<file path="src/rtl/lcd_text_refresh.sv">
// lcd_text_refresh
//   HD44780-class character-LCD driver with an internal ROWS x COLS text buffer.
//   After reset it waits POWERUP_CYC cycles, sends the init commands, then repaints the
//   whole panel (row address command followed by COLS characters, per row) every time
//   the buffer has been written since the last repaint started.
// Ports
//   iCLK, iRESET          clock, asynchronous active-high reset
//   iWR_EN/ADDR/DATA      host buffer write (linear index row*COLS+col, ASCII byte)
//   oBUSY                 high whenever the controller is not idle
//   oINIT_DONE            sticky flag, set once the init sequence has been sent
//   LCD_RS/RW/E/DATA      LCD pins (RW is always 0, write-only)
module lcd_text_refresh #(
  parameter int unsigned ROWS           = 2,
  parameter int unsigned COLS           = 16,
  parameter int unsigned POWERUP_CYC    = 750000,
  parameter int unsigned E_HIGH_CYC     = 25,
  parameter int unsigned CMD_WAIT_CYC   = 2500,
  parameter int unsigned CLEAR_WAIT_CYC = 100000,
  // Address width; may be widened beyond the minimum so out-of-range indices exist.
  parameter int unsigned AW             = $clog2(ROWS * COLS)
) (
  input  logic          iCLK,
  input  logic          iRESET,
  input  logic          iWR_EN,
  input  logic [AW-1:0] iWR_ADDR,
  input  logic [7:0]    iWR_DATA,
  output logic          oBUSY,
  output logic          oINIT_DONE,
  output logic          LCD_RS,
  output logic          LCD_RW,
  output logic          LCD_E,
  output logic [7:0]    LCD_DATA
);

  localparam int unsigned NB   = ROWS * COLS;
  localparam int unsigned IW   = (NB > 1) ? $clog2(NB) : 1;
  localparam int unsigned RW   = (ROWS > 1) ? $clog2(ROWS) : 1;
  localparam int unsigned CW   = $clog2(COLS);
  localparam int unsigned TM0  = (POWERUP_CYC > E_HIGH_CYC) ? POWERUP_CYC : E_HIGH_CYC;
  localparam int unsigned TM1  = (CMD_WAIT_CYC > CLEAR_WAIT_CYC) ? CMD_WAIT_CYC
                                                                  : CLEAR_WAIT_CYC;
  localparam int unsigned TMAX = (TM0 > TM1) ? TM0 : TM1;
  localparam int unsigned TW   = $clog2(TMAX + 1);

  typedef enum logic [2:0] {StPowerup, StInit, StIdle, StRowAddr, StChars} state_e;
  typedef enum logic [1:0] {PhSetup, PhEHigh, PhWait} phase_e;

  state_e          r_state;
  phase_e          r_phase;
  logic [TW-1:0]   r_timer;
  logic [1:0]      r_idx;
  logic [RW-1:0]   r_row;
  logic [CW-1:0]   r_col;
  logic [IW-1:0]   r_ptr;
  logic            r_dirty;
  logic            r_clear;
  logic            r_e;
  logic            r_rs;
  logic [7:0]      r_data;
  logic            r_busy;
  logic            r_init_done;
  logic [7:0]      r_buf [NB];

  logic            w_wr_ok;
  logic [IW-1:0]   w_wr_idx;
  logic [TW-1:0]   w_wait_last;
  logic [7:0]      w_next_init;

  function automatic logic [7:0] init_cmd(input logic [1:0] idx);
    case (idx)
      2'd0:    return (ROWS == 1) ? 8'h30 : 8'h38;
      2'd1:    return 8'h0C;
      2'd2:    return 8'h01;
      default: return 8'h06;
    endcase
  endfunction

  // Set-DDRAM-address command for the start of a row.
  function automatic logic [7:0] row_cmd(input logic [RW-1:0] r);
    case (int'(r))
      0:       return 8'h80;
      1:       return 8'hC0;
      2:       return 8'h80 | 8'(COLS);
      default: return 8'h80 | (8'h40 + 8'(COLS));
    endcase
  endfunction

  assign w_wr_ok     = iWR_EN && (32'(iWR_ADDR) < NB);
  assign w_wr_idx    = IW'(iWR_ADDR);
  // The clear command needs a much longer settle time than any other byte.
  assign w_wait_last = r_clear ? TW'(CLEAR_WAIT_CYC - 1) : TW'(CMD_WAIT_CYC - 1);
  assign w_next_init = init_cmd(r_idx + 2'd1);

  always_ff @(posedge iCLK or posedge iRESET) begin
    if (iRESET) begin
      for (int i = 0; i < int'(NB); i++) r_buf[i] <= 8'h20;
    end else if (w_wr_ok) begin
      r_buf[w_wr_idx] <= iWR_DATA;
    end
  end

  always_ff @(posedge iCLK or posedge iRESET) begin
    if (iRESET) begin
      r_state     <= StPowerup;
      r_phase     <= PhSetup;
      r_timer     <= '0;
      r_idx       <= '0;
      r_row       <= '0;
      r_col       <= '0;
      r_ptr       <= '0;
      r_dirty     <= 1'b1;
      r_clear     <= 1'b0;
      r_e         <= 1'b0;
      r_rs        <= 1'b0;
      r_data      <= 8'h00;
      r_busy      <= 1'b1;
      r_init_done <= 1'b0;
    end else begin
      case (r_state)
        StPowerup: begin
          if (r_timer == TW'(POWERUP_CYC - 1)) begin
            r_state <= StInit;
            r_idx   <= '0;
            r_phase <= PhSetup;
            r_timer <= '0;
            r_rs    <= 1'b0;
            r_data  <= init_cmd(2'd0);
            r_clear <= 1'b0;
          end else begin
            r_timer <= r_timer + 1'b1;
          end
        end
        StIdle: begin
          if (r_dirty) begin
            r_dirty <= 1'b0;
            r_state <= StRowAddr;
            r_row   <= '0;
            r_col   <= '0;
            r_ptr   <= '0;
            r_busy  <= 1'b1;
            r_phase <= PhSetup;
            r_timer <= '0;
            r_rs    <= 1'b0;
            r_data  <= row_cmd('0);
            r_clear <= 1'b0;
          end
        end
        default: begin
          // Byte engine shared by StInit, StRowAddr and StChars. RS/DATA are loaded on
          // the edge that enters PhSetup and held until the next byte is loaded.
          case (r_phase)
            PhSetup: begin
              r_e     <= 1'b1;
              r_phase <= PhEHigh;
              r_timer <= '0;
            end
            PhEHigh: begin
              if (r_timer == TW'(E_HIGH_CYC - 1)) begin
                r_e     <= 1'b0;
                r_phase <= PhWait;
                r_timer <= '0;
              end else begin
                r_timer <= r_timer + 1'b1;
              end
            end
            default: begin
              if (r_timer == w_wait_last) begin
                r_timer <= '0;
                r_phase <= PhSetup;
                case (r_state)
                  StInit: begin
                    if (r_idx == 2'd3) begin
                      r_init_done <= 1'b1;
                      r_busy      <= 1'b0;
                      r_state     <= StIdle;
                    end else begin
                      r_idx   <= r_idx + 2'd1;
                      r_rs    <= 1'b0;
                      r_data  <= w_next_init;
                      r_clear <= (w_next_init == 8'h01);
                    end
                  end
                  StRowAddr: begin
                    r_state <= StChars;
                    r_col   <= '0;
                    r_rs    <= 1'b1;
                    r_data  <= r_buf[r_ptr];
                    r_ptr   <= r_ptr + 1'b1;
                    r_clear <= 1'b0;
                  end
                  default: begin
                    if (r_col == CW'(COLS - 1)) begin
                      if (r_row == RW'(ROWS - 1)) begin
                        r_busy  <= 1'b0;
                        r_state <= StIdle;
                      end else begin
                        r_row   <= r_row + 1'b1;
                        r_state <= StRowAddr;
                        r_rs    <= 1'b0;
                        r_data  <= row_cmd(r_row + 1'b1);
                      end
                    end else begin
                      r_col  <= r_col + 1'b1;
                      r_rs   <= 1'b1;
                      r_data <= r_buf[r_ptr];
                      r_ptr  <= r_ptr + 1'b1;
                    end
                  end
                endcase
              end else begin
                r_timer <= r_timer + 1'b1;
              end
            end
          endcase
        end
      endcase
      // A write always wins over the clear issued when a repaint is launched.
      if (w_wr_ok) r_dirty <= 1'b1;
    end
  end

  assign oBUSY      = r_busy;
  assign oINIT_DONE = r_init_done;
  assign LCD_RS     = r_rs;
  assign LCD_RW     = 1'b0;
  assign LCD_E      = r_e;
  assign LCD_DATA   = r_data;

endmodule

</file>
<file path="config.mk">
export PLATFORM = sky130hd
export DESIGN_NAME = lcd_text_refresh
export DESIGN_NICKNAME = d
export VERILOG_FILES = /design/src/rtl/lcd_text_refresh.sv
export SDC_FILE = /design/constraint.sdc
export NUM_CORES = 1
export LEC_CHECK = 0
export CAP_MARGIN = 20
export CORE_ASPECT_RATIO = 1.75
export CORE_MARGIN = 2
export CORE_UTILIZATION = 40
export CTS_BUF_LIST = sky130_fd_sc_hd__clkbuf_8
export DETAILED_ROUTE_END_ITERATION = 12
export DONT_BUFFER_PORTS = 1
export GPL_TIMING_DRIVEN = 0
export HOLD_SLACK_MARGIN = 0.03
export SLEW_MARGIN = 20
export SYNTH_ARGS = -nofsm -noshare
export SYNTH_HDL_FRONTEND = slang
export SYNTH_SLANG_ARGS = --single-unit
</file>
<file path="constraint.sdc">
create_clock -name iCLK -period 9.79 [get_ports iCLK]
set_clock_uncertainty 0.15 [all_clocks]
set_input_delay 1.4685 -clock iCLK [delete_from_list [all_inputs] [get_ports iCLK]]
set_output_delay 1.4685 -clock iCLK [all_outputs]
set_load 0.02 [all_outputs]
</file>
==> results.md, run 1 <==
* Root buf cell: clkbuf_8
* Die ar. at 38300 um2
* Ys async rst share at 100%
* Die height at between 200 and 300 um
* Crit path buf inv count at 3
* Syn Nets at 1120
* Tmin final at 3.60 ns
* CTS tree: built
* Critical-path maximum fanout at 10
* Leading area contributor after synthesis: dfrtp_1
* Critical Path End: LCD_DATA[6]
* PortBufs at 0
* Starting DRT DRC Count at 478
* Maximum vdd ir drop at ~0.094 mV
* Global-route wire length before repair at around 64000 um
* Critical Path RT at ~10 ns
* FP Rows at between 90 and 100
* H-tree depth at 2
* Post-route ant nets at 0
* Most common cell in the netlist: dfrtp_1
* Cts repair resizes at 0
* Synth Warn # at 0
* CP max stage cell: clkbuf_1
* Gpl congestion at about 0.90
* Yosys reg bits at around 310
* HPWL after DPL at between 30000 and 40000 um
* RSZ-0062 raised after global routing: no
* Mean Syn Cell Area at about 13 um2
* Final nets at between 1000 and 1500
* Routed vias at ~9500
* DRC violations left at 0
* Sequential area share after synthesis at approximately 53%
* Crit-path cells: buf_2 -> buf_2 -> clkbuf_1 -> mux4_2 -> a211oi_1 -> o21ai_0 -> a31oi_1 -> o31ai_1
* Clk sinks at 307
* Primary FF master, synth: dfrtp_1
* Critical path's top delay family: buffers and inverters
* Worst hold path class: reg2reg
* Relative slew slack at 23.2%
* Area of the multi-input gates at 6610 um2
* Core area at 36100 um2
* Setup Total Neg Slack at 0 ns
* Final Max Tran Viols at 0
* Final hold violation count at 0
* Setup crit start kind: flop
* Fraction of layout cells with a size suffix above 1 at a little under two fifths
* Worst path depth at 8
* LEAKAGE at between 0.007 and 0.008 uW
* Via density at roughly 5.7
* Synth top area share at a little under half
* Overall routing resource usage at approximately 22%
* Routed wl met2 at around 22000 um
* Max clock buf depth at 3
* Critical Path Start: r_ptr[1]
* Register Area at just under 8000 um2
* Crit path kind: reg2reg
* Die Span X at ~150 um
* CP peak stage delay at 0.89 ns
* Initial core utilization at approximately two fifths
* Period utilization at 36.8%
* Final core utilization at a little under half
* FF-to-FF End: LCD_DATA[6]
* Mapped Area at 14700 um2
* Hold-fix buffers, CTS at 0
* Largest net degree at the start of global routing at 36
* CTS Buf Count at 47
* Highest routed layer: met4
* R2R Setup Slk at just over 6 ns
* Antenna violations before repair at 2
* R2R Path Start: r_ptr[1]
* Worst skew pair latency at just under 0.6 ns
* Total power at ~3100 uW
* Status: finished clean
* Worst Setup End Kind: flop
* Most frequent CP cell: buf_2
* Clock slew at reported path FFs at approximately 0.07 ns
* CP arrival at between 3 and 4 ns
* Vias in the first global route at approximately 10000
* Final WL at 41900 um
* Fill cells at approximately 3400
* Commonest cells in the netlist: dfrtp_1 (273), mux2_2 (258), nor2_1 (61)
* Distinct cell type count after synthesis at 77
* Post-DR wirelength/cell at approximately 25 um
* Fmax achieved at approximately 280 MHz
* Worst Reg-to-Reg Cells at 8
* Pre-antenna DRT Iters at 5
* # IOs at 29
* Slew @ Worst Pin at ~1.2 ns
* Post-synth EDFFs at 0
* Met3 wire len at between 2000 and 2500 um
* Max Cap Violations at 0
* Finish-stage setup viols at 0
* DRT met1 WL at 15100 um
* PwrDens at 187 nW/um2
* P&R area growth vs syn at 11.8%
* Post-CTS Setup Inserts at 0
* Total grt overflow at 0
* Cell count after synthesis at roughly 1100
* Top cells by area, synth: dfrtp_1 (47%), mux2_2 (20%), mux4_2 (7.8%), dfstp_2 (6.1%), mux2i_1 (2.3%)
==> metal layers <==
metal	vias to the layer above	global-route usage, %
met1	4899	25.3
li1	4164	-
met4	0	13.2
met3	122	3.63
met5	-	0
met2	309	39.7
==> through the flow <==
step / std cells / area (um2) / hold WS (ns) / worst slack (ns)
2_1_floorplan: 1096 / 14700 / 0.322 / 4.11
3_3_place_gp: 1566 / 15300 / 0.331 / 2.39
3_5_place_dp: 1576 / 15500 / 0.338 / 5.81
4_1_cts: 1664 / 16400 / 0.353 / 6.23
5_1_grt: 1665 / 16400 / 0.361 / 6.13
6_report: 1665 / 16400 / 0.353 / 6.19
==> how the worst min path moves through the flow <==
stage	startpoint	endpoint	slack, ns	cells after the start
2_1_floorplan	r_buf[129]	r_buf[129]	0.32	1
3_3_place_gp	r_buf[207]	r_buf[207]	0.33	1
3_5_place_dp	r_buf[222]	r_buf[222]	0.34	1
4_1_cts	r_buf[200]	r_buf[200]	0.35	1
5_1_grt	r_buf[11]	r_buf[11]	0.36	1
6_report	r_buf[11]	r_buf[11]	0.35	1
==> worst reg2reg max path, cell delays in order, from the launching register on <==
cell      delay [ns]
dfrtp_1         0.35
buf_2           0.29
buf_2           0.41
clkbuf_1        0.90
mux4_2          0.51
a211oi_1        0.27
o21ai_0         0.20
a31oi_1         0.28
o31ai_1         0.09
==> power breakdown <==
group | internal, uW | total (uW) | switching (uW)
Sequential | 1490 | 1590 | 98.3
Combinational | 232 | 398 | 166
Clock | 565 | 1080 | 513
Total | 2290 | 3070 | 777
==> cell families (layout without fill, tap and decap cells) <==
kind of cell / after synthesis / in the layout / synth area share [%]
fa+ha+maj: 8 / 8 / 0.681
mux: 345 / 345 / 30.1
xor+xnor: 15 / 15 / 0.894
flops: 307 / 307 / 52.6
compound gates: 104 / 104 / 5.10
simple gates: 235 / 235 / 8.25
other cells: 1 / 2 / 0.0255
buf+inv: 81 / 179 / 2.39
==> flip-flops by register name (all words and copies together) (netlist names), 2 cells and up <==
register / flops
r_buf: 256
r_timer: 20
LCD_DATA: 8
r_ptr: 5
r_col: 4
r_state: 3
r_idx: 2
r_phase: 2
==> layout make-up <==
type / instances / area share (%)
antenna: 1 / 0.0152
buffer: 68 / 1.84
clock buffer: 55 / 4.61
clock inverter: 33 / 1.14
inverter: 13 / 0.320
multi-input combinational: 708 / 40.3
sequential: 307 / 47.0
tap: 470 / 3.58
timing repair buffer: 10 / 1.22
==> cells in the final DEF (no fill, tap or decap), types with 15 or more instances in the layout <==
cell	instances
clkbuf_1	46
clkbuf_8	55
dfrtp_1	273
dfstp_2	34
inv_1	38
mux2_2	258
mux2i_1	34
mux4_2	51
nand2_1	59
nand3_1	24
nor2_1	61
nor3_1	15
o21ai_0	26
No activity file was read; power rests on OpenSTA's default activity.
==> inputs of run 2 (changes only) <==
- clock period: 9.79 -> 3.3 ns (I/O delays scaled with it)
==> run 2 against run 1 <==
Clock-buffer cell count unchanged; power increased to 3.0 times the previous value; fmax increased by 11%; register-to-register slack got worse by 6.1 ns.
==> results.md, run 2 (synthesis gave the netlist of run 1 again) <==
* Switching share of power at 25.4%
* Clk sinks at ~300
* FF-to-FF End: LCD_DATA[6]
* RSZ-0062 raised after global routing: no
* Vias in the first global route at approximately 10000
* Die height at about 260 um
* Maximum vdd ir drop at about 0.28 mV
* Worst skew pair latency at a little under 0.6 ns
* Hold_ws at between 0.15 and 0.2 ns
* CP peak stage delay at ~0.53 ns
* Largest net degree at the start of global routing at 36
* FP Rows at roughly 90
* PortBufs at 0
* Routed vias at between 9000 and 10000
* Relative slew slack at 25.0%
* DRC violations left at 0
* Biggest register: r_buf
* Gate power share at roughly an eighth
* CTS tree: built
* H-tree depth at 2
* Register Area at 7720 um2
* Final hold violation count at 0
* Critical Path RT at around 3.6 ns
* Max reg flops at around 260
* R2R Setup Slk at roughly 0.05 ns
* Root buf cell: clkbuf_8
* P&R area growth vs syn at 12.7%
* Worst hold path endpoint: r_dirty
* Sw Pwr at 2310 uW
* Post-DR wirelength/cell at roughly 25 um
* Initial core utilization at between 40 and 50%
* Total grt overflow at 0
* LEAKAGE at slightly above 0.007 uW
* Area of the multi-input gates at between 6000 and 7000 um2
* Core area at roughly 36000 um2
* Most common cell after layout, fill and taps aside: dfrtp_1
* Fill cells at 3346
* Max Cap Violations at 0
* Clock slew at reported path FFs at roughly 0.08 ns
* Via density at 5.70
* Global-route wire length before repair at approximately 64000 um
* Post-CTS Setup Inserts at 0
* Tmin final at ~3.3 ns
* Critical-path maximum fanout at 10
* Finish-stage setup viols at 0
* Status: finished clean
* Fraction of layout cells with a size suffix above 1 at 37.7%
* HP Start: iWR_EN
* CTS Buf Count at 47
* Slew @ Worst Pin at around 1.1 ns
* Hold depth at 2
* P_int at 6800 uW
* Clock share of power at a little over a third
* Die Span X at between 100 and 150 um
* CP max stage cell: clkbuf_2
* Register share of total power at slightly above 50%
* R2R Path Start: r_ptr[1]
* PwrDens at between 500 and 600 nW/um2
* Fmax achieved at 308 MHz
* Most frequent CP cell: buf_2
* Setup Total Neg Slack at 0 ns
* Antenna violations before repair at 2
* Period utilization at 98.5%
* Crit-path cells: buf_2 -> buf_2 -> clkbuf_2 -> mux4_2 -> a211oi_1 -> o21ai_0 -> a31oi_1 -> o31ai_1
* Worst Setup End Kind: flop
* Final Max Tran Viols at 0
* Overall routing resource usage at a little under a quarter
* Starting DRT DRC Count at between 500 and 600
* Pre-antenna DRT Iters at 5
* Die ar. at 38300 um2
* Setup crit start kind: flop
* Gpl congestion at between 0.8 and 0.9
* Crit path kind: reg2reg
* HPWL after DPL at roughly 30000 um
* Worst hold path class: in2reg
* Max clock buf depth at 3
* Most frequent cells in the layout: dfrtp_1 (273), mux2_2 (258), nor2_1 (61), nand2_1 (59), clkbuf_8 (55)
* # IOs at 29
* Post-route ant nets at 0
* Final WL at 42300 um
* Worst Reg-to-Reg Cells at 8
* Final nets at 1188
* CP arrival at approximately 3.5 ns
[run 2: final cells by class]
type                    instances  share of cell area (%)
diodes                          1                  0.0151
plain buffers                  68                    1.90
clock buffers                  55                    4.57
clock inverters                33                    1.13
inverters                      13                   0.318
multi-input cells             708                    40.1
flip-flops and latches        307                    46.7
well taps                     470                    3.55
repair buffers                 19                    1.75
[run 2: how the worst max path moves through the flow]
stage | cells after the start | from | slack (ns) | end
6_report | 8 | r_ptr[1] | 0.05 | LCD_DATA[6]
5_1_grt | 8 | r_ptr[0] | 0.006 | LCD_DATA[2]
4_1_cts | 10 | r_ptr[0] | 0.02 | LCD_DATA[5]
3_5_place_dp | 8 | r_ptr[1] | -0.22 | LCD_DATA[6]
3_3_place_gp | 1 | iRESET | -3.13 | r_buf[9]
2_1_floorplan | 1 | iRESET | -1.40 | LCD_DATA[0]
[run 2: metal layers]
metal	vias up	global-route usage [%]	wire length, um
li1	4177	-	-
met1	4942	25.7	15400
met2	304	39.6	21800
met3	126	3.58	1920
met4	0	13.7	3050
met5	-	0	0
[run 2: power groups by stage]
stage	clock [uW]	combinational, uW	sequential, uW
2_1_floorplan	0	901	4690
3_3_place_gp	0	1120	4760
3_5_place_dp	0	1190	4790
4_1_cts	3270	1200	4720
5_1_grt	3430	1280	4790
6_report	3200	1190	4720
[run 2: through the flow]
| stage | power [uW] | worst slack [ns] | cell area (um2) | utilization [%] | instances |
|---|---|---|---|---|---|
| after floorplan | 5590 | -1.40 | 14700 | - | 1096 |
| after global placement | 5880 | -3.13 | 15300 | 42.3 | 1566 |
| after detailed placement | 5970 | -0.223 | 15500 | 42.8 | 1576 |
| after CTS | 9190 | 0.0237 | 16500 | 45.7 | 1673 |
| after global routing | 9510 | 0.00586 | 16500 | 45.8 | 1674 |
| final | 9110 | 0.0496 | 16500 | 45.8 | 1674 |
[run 2: timing repair]
item / 4_1_cts / 5_1_grt
hold endpoints to repair: 34 / 0
resized for setup: 4 / 4
hold buffers: 9 / 0
setup endpoints to repair: 4 / 2
[run 2: worst max-delay path: cells and delay by family, from the launching register on]
kind / cells / cell delay (ns)
compound gates: 4 / 0.86
mux: 1 / 0.48
buf+inv: 3 / 1.25
flops: 1 / 0.35
